--- config.mk ---
export PLATFORM = sky130hd
export DESIGN_NAME = mem_arbiter
export DESIGN_NICKNAME = d
export VERILOG_FILES = /design/src/rtl/mem_arbiter.sv
export SDC_FILE = /design/constraint.sdc
export NUM_CORES = 1
export LEC_CHECK = 0
export ABC_AREA = 1
export BUFFER_PORTS_ARGS = -buffer_cell sky130_fd_sc_hd__buf_2
export CAP_MARGIN = 20
export CORE_AREA = 2 2 103 105
export DETAILED_ROUTE_END_ITERATION = 16
export DIE_AREA = 0 0 105 107
export GPL_ROUTABILITY_DRIVEN = 0
export PLACE_DENSITY = 0.83
export SLEW_MARGIN = 30
export SYNTH_ARGS = -nofsm -noshare
export SYNTH_HDL_FRONTEND = slang
export SYNTH_SLANG_ARGS = --single-unit
--- constraint.sdc ---
create_clock -name clk -period 4.6 [get_ports clk]
set_clock_uncertainty 0.05 [all_clocks]
set_input_delay 0.92 -clock clk [delete_from_list [all_inputs] [get_ports clk]]
set_output_delay 0.92 -clock clk [all_outputs]
set_load 0.005 [all_outputs]
--- src/rtl/mem_arbiter.sv ---
// Two-port memory arbiter: fetch and data stages share one memory port.
// Data normally wins contention; a starvation counter guarantees fetch progress.
module mem_arbiter #(
    parameter int STARVE_LIMIT = 4,
    parameter int TIMEOUT      = 255
) (
    input  logic        clk,
    input  logic        reset,
    input  logic        ireq,
    input  logic [31:0] iaddr,
    output logic [31:0] irdata,
    output logic        ivalid,
    input  logic        dreq,
    input  logic        dwe,
    input  logic [31:0] daddr,
    input  logic [31:0] dwdata,
    output logic [31:0] drdata,
    output logic        dvalid,
    output logic        err,
    output logic        mreq,
    output logic        mwe,
    output logic [31:0] maddr,
    output logic [31:0] mwdata,
    input  logic [31:0] mrdata,
    input  logic        mready,
    output logic        stallF,
    output logic        stallM
);

    typedef enum logic [1:0] {
        IDLE  = 2'b00,
        IBUSY = 2'b01,
        DBUSY = 2'b10
    } state_t;

    localparam logic [2:0] STARVE_MAX  = 3'(STARVE_LIMIT);
    localparam logic [7:0] TIMEOUT_CNT = 8'(TIMEOUT);

    state_t      state_r;
    state_t      state_nxt_s;
    logic [2:0]  starve_cnt_r;
    logic [2:0]  starve_nxt_s;
    logic [7:0]  wait_cnt_r;
    logic [7:0]  wait_nxt_s;
    logic [31:0] addr_r;
    logic [31:0] wdata_r;
    logic        we_r;
    logic        grant_d_s;
    logic        grant_i_s;
    logic        busy_s;
    logic        timeout_s;
    logic        done_s;

    // Arbitration in IDLE: data first unless fetch has waited STARVE_LIMIT grants.
    always_comb begin
        grant_d_s = 1'b0;
        grant_i_s = 1'b0;
        if (state_r == IDLE) begin
            if (dreq && !(ireq && (starve_cnt_r == STARVE_MAX))) begin
                grant_d_s = 1'b1;
            end else if (ireq) begin
                grant_i_s = 1'b1;
            end else begin
                grant_d_s = 1'b0;
                grant_i_s = 1'b0;
            end
        end else begin
            grant_d_s = 1'b0;
            grant_i_s = 1'b0;
        end
    end

    // Transaction end: either the memory answered or the wait budget ran out.
    always_comb begin
        busy_s    = (state_r != IDLE);
        timeout_s = busy_s && !mready && (wait_cnt_r == TIMEOUT_CNT);
        done_s    = busy_s && (mready || timeout_s);
    end

    // Next-state logic.
    always_comb begin
        state_nxt_s = state_r;
        case (state_r)
            IDLE: begin
                if (grant_d_s) begin
                    state_nxt_s = DBUSY;
                end else if (grant_i_s) begin
                    state_nxt_s = IBUSY;
                end else begin
                    state_nxt_s = IDLE;
                end
            end
            IBUSY, DBUSY: begin
                if (done_s) begin
                    state_nxt_s = IDLE;
                end else begin
                    state_nxt_s = state_r;
                end
            end
            default: state_nxt_s = IDLE;
        endcase
    end

    // Starvation and wait counter updates.
    always_comb begin
        starve_nxt_s = starve_cnt_r;
        wait_nxt_s   = wait_cnt_r;
        if (grant_i_s) begin
            starve_nxt_s = 3'd0;
        end else if (grant_d_s && ireq && (starve_cnt_r < STARVE_MAX)) begin
            starve_nxt_s = starve_cnt_r + 3'd1;
        end else begin
            starve_nxt_s = starve_cnt_r;
        end
        // The counter never wraps: at TIMEOUT the transaction always ends.
        if (!busy_s || done_s) begin
            wait_nxt_s = 8'd0;
        end else begin
            wait_nxt_s = wait_cnt_r + 8'd1;
        end
    end

    // Control state registers.
    always_ff @(posedge clk or posedge reset) begin
        if (reset) begin
            state_r      <= IDLE;
            starve_cnt_r <= 3'd0;
            wait_cnt_r   <= 8'd0;
        end else begin
            state_r      <= state_nxt_s;
            starve_cnt_r <= starve_nxt_s;
            wait_cnt_r   <= wait_nxt_s;
        end
    end

    // Request latches captured at grant time.
    always_ff @(posedge clk or posedge reset) begin
        if (reset) begin
            addr_r  <= 32'd0;
            wdata_r <= 32'd0;
            we_r    <= 1'b0;
        end else if (grant_d_s) begin
            addr_r  <= daddr;
            wdata_r <= dwdata;
            we_r    <= dwe;
        end else if (grant_i_s) begin
            addr_r  <= iaddr;
            wdata_r <= wdata_r;
            we_r    <= 1'b0;
        end else begin
            addr_r  <= addr_r;
            wdata_r <= wdata_r;
            we_r    <= we_r;
        end
    end

    // Memory port, completion strobes and stall requests.
    always_comb begin
        mreq   = busy_s;
        mwe    = we_r && (state_r == DBUSY);
        maddr  = addr_r;
        mwdata = wdata_r;
        ivalid = done_s && (state_r == IBUSY);
        dvalid = done_s && (state_r == DBUSY);
        err    = timeout_s;
        irdata = (ivalid && !timeout_s) ? mrdata : 32'd0;
        drdata = (dvalid && !timeout_s) ? mrdata : 32'd0;
        stallF = ireq && !ivalid;
        stallM = dreq && !dvalid;
    end

endmodule

==> run summary <==
The share of cells above drive strength 1 came out at between 30% and 40%. The remaining global-route overflow is 0. Static timing analysis puts the maximum clock frequency at 324 MHz. The global-route wire length before repair came out at 17.9 mm. For this design, the slowest cell found on the critical path is nand3_2. The arrival time of data at the critical path endpoint is 2110 ps. The vertical die dimension is 107 microns. The CTS tree is yes. The highest ir drop seen on vdd came out at between 0.2 and 0.3 mV. Net switching is 39.2% of the power. The count of hold buffers inserted by post-cts repair is 0.

In this run, CTS created clock tree buffers numbering 9. The worst setup path is of the reg -> out kind. The largest stage delay on the critical path is approximately 480 ps. The final-report hold violation count is 0. The run finished with clean final reports.

Entering global routing, the biggest net connects 65 pins. The total setup violations reported at the end of the flow came out at 0. In this run the deepest clock path goes through 2 buffers. The total of flip-flops plus latches after synthesis is between 70 and 80. The number of cell rows is 37.

The final max-slew violation count is 0. From synthesis to final layout, the design area changed by 40.4%. The detail-routed net length per standard cell came out at 12.1 microns. The total length of routed met3 wires is 983 microns. Leaving out fill and tap cells, the most frequent cells in the layout are 268 x buf_2, 151 x nand2_1, 117 x inv_1. The worst setup path is captured at an output pin.

The detailed router put a total of 4.36 mm of wire on met1. For this run, design rule violations remaining after detail routing come to 0. The share of the synthesized area in compound gates (AO/OA/AOI/OAI) came out at between 5 and 6%. The minimum clock period after layout is 3080 ps. Summing the areas of all xor and xnor instances in the mapped netlist gives 0.438% of the synthesized area. The worst setup path is launched from a flip-flop. The total global routing track utilization came out at 20.2%. The post-detailed-route via-to-cell ratio came out at 4.28. After clock tree synthesis, the setup repair step added 0 buffers. The transition time of the tightest slew-check pin is a little under 800 ps. In this run the critical register-to-register path is launched from state_r[0].

The clock latency of the later-clocked register in the worst-skew pair is 340 ps. The worst hold path begins at wait_cnt_r[0]. In this run the cell area of the synthesized design comes to 0.00400 sq mm.

At the end of the flow the core is filled with cells to 55.6%. The worst reg-to-reg setup slack came out at 2600 ps. For hold timing, the worst endpoint is wait_cnt_r[0].

The number of DRC violations after detailed-routing iteration 0 came out at between 150 and 200. Combinational cells account for between 40% and 50% of the total power. Leaving out fill and tap cells, the most frequent cell in the layout is buf_2. The uppermost layer routed is met5.

The clock-pin transition on the worst setup and hold timing paths is roughly 90 ps. The simple-gate share of the synthesized area is between 20% and 30%. In the synthesized netlist, mux cells make up 0% of the area. The die outline area came out at 0.0112 sq mm.

The dominant register cell in the synthesized netlist is dfrtp_1. The fraction of registers with async set/reset came out at 100%. The effective utilization at floorplan came out at 39.6%. Hold timing on the final database bottoms out at a slack of 413 ps. The total wire length after detailed routing is 11.4 mm. The routed design uses about 5.9 mm of met2 wire. The power per cell area is 535 mW/mm^2. The number of sinks handled by clock tree synthesis came out at 78. The H-tree level count is 3. The via count of the first global-routing pass came out at 3,734. The worst slew slack as a fraction of its limit came out at 47.4%. Of the total power, the clock network draws 19.6%. The average cell area after synthesis is 7.32 sq um. Counting every instance in the synthesized netlist gives 546. The tree is rooted in a clkbuf_8.

The I/O pin count came out at 269. After synthesis, the largest family of logic cells by area is simple AND/OR/NAND/NOR gates. The area of the core is 0.0101 sq mm.

After clock tree synthesis, the repair step resized 0 gates. The post-synthesis net count came out at 686. The power spent charging and discharging nets is approximately 1200 uW. The register share of total power came out at 37.9%. Cell internal power was estimated by the tool at 1820 uW. The number of violations of the max-capacitance limit came out at 0. Setup repair after global routing left no endpoint under its margin.

The post-route antenna net violation count is 0. Counting flops with a built-in enable in the synthesized netlist gives 0. The sequential area share after synthesis came out at 48.9%. The number of filler cells placed in the layout came out at just over 1k.

The number of port buffers came out at around 270. The area share of fa/ha/maj cells after synthesis is under 10%. The leakage power of the design came out at 0.00372 uW. The final-stage net count is about 950.

For this block, the via count after detailed routing is 4,057. The critical path goes through inv_1, ha_1, inv_2, nand3_2, nor2_1, buf_2. The pre-antenna-repair detailed-routing pass consisted of 4 iterations.

The initial antenna violation count came out at 3. The biggest fanout along the worst timing path came out at 32. The HPWL after detailed placement came out at 8.72 mm. In this run the critical register-to-register path is captured at maddr[9]. The path depth of the worst reg2reg path is 8. In the final timing run, aggregate negative setup slack is 0 ps. The die outline width came out at around 110 microns. The required time of the critical path is 3630 ps. The part of the cycle the worst path needs came out at 67.0%.

The total power came out at around 3000 uW. The Yosys warning count came out at 0. The instance count along the most critical hold path came out at 1. The path class of the tightest hold or removal check is reg -> reg. Counting distinct cell types in the post-synthesis netlist gives 21.
synth_stat cells (all sizes together) (2+ instances only):
cell / number / area share [%]
nand2: 155 / 15
inv: 121 / 11
nor2: 111 / 11
dfrtp: 78 / 49
o22ai: 32 / 5.0
buf: 22 / 3.9
nand3: 11 / 1.6
ha: 6 / 1.9
o21ai: 4 / 0.50
nor3: 2 / 0.25
worst max-delay path, delay by kind of cell, from the launching register on:
kind                       cells  cell delay, ps
and+or+nand+nor                2             750
DFF                            1             370
adders and majority gates      1             270
buffers and inverters          3             380
worst max path at each step:
stage	to	depth (start not counted)	from	slack, ps
2_1_floorplan	maddr[0]	1	reset	1630
3_3_place_gp	drdata[13]	4	mready	1410
3_5_place_dp	irdata[31]	4	mready	1430
4_1_cts	irdata[31]	6	state_r[0]	1210
5_1_grt	irdata[28]	6	state_r[0]	1320
6_report	irdata[28]	6	state_r[0]	1520
sequential cells by signal, summed over array words and instances, names as in the netlist:
| register | cells |
|---|---|
| wait_cnt_r | 8 |
| we_r | 1 |
| state_r | 2 |
| starve_cnt_r | 3 |
| mwdata | 32 |
| maddr | 32 |
routing by layer:
metal	track usage (%)	vias up
li1	-	2111
met3	7.17	17
met5	0	-
met1	21.6	1763
met2	37.1	162
met4	6.10	4
power by group through the flow:
| stage | Combinational [uW] | Sequential [uW] | Clock (uW) |
|---|---|---|---|
| floorplan | 762 | 1170 | 0 |
| global placement | 1270 | 1130 | 0 |
| detailed placement | 1300 | 1140 | 0 |
| CTS | 1300 | 1140 | 601 |
| global route | 1460 | 1170 | 636 |
| finish | 1280 | 1140 | 587 |
through the flow:
step / std cells / worst slack, ps / area [sq um]
floorplan: 546 / 1630 / 4000
global placement: 930 / 1410 / 5370
detailed placement: 930 / 1430 / 5370
CTS: 946 / 1210 / 5600
global route: 947 / 1320 / 5610
finish: 947 / 1520 / 5610
kinds of logic after synthesis:
kind of cell | count (synthesis)
XOR/XNOR | 2
buffers and inverters | 143
flip-flops | 78
adder cells (fa/ha/maj) | 6
AND/OR/NAND/NOR | 280
AO/OA/AOI/OAI | 37
cell type report:
| class | count | area, sq um | share of cell area [%] |
|---|---|---|---|
| antenna | 1 | 2.50 | 0.0446 |
| clock buffer | 10 | 138 | 2.45 |
| clock inverter | 6 | 92.6 | 1.65 |
| inverter | 121 | 455 | 8.12 |
| multi-input combinational | 325 | 1440 | 25.7 |
| sequential | 78 | 1950 | 34.8 |
| tap | 136 | 170 | 3.03 |
| timing repair buffer | 270 | 1360 | 24.2 |
Note: power is estimated with default switching activity, not from simulation.
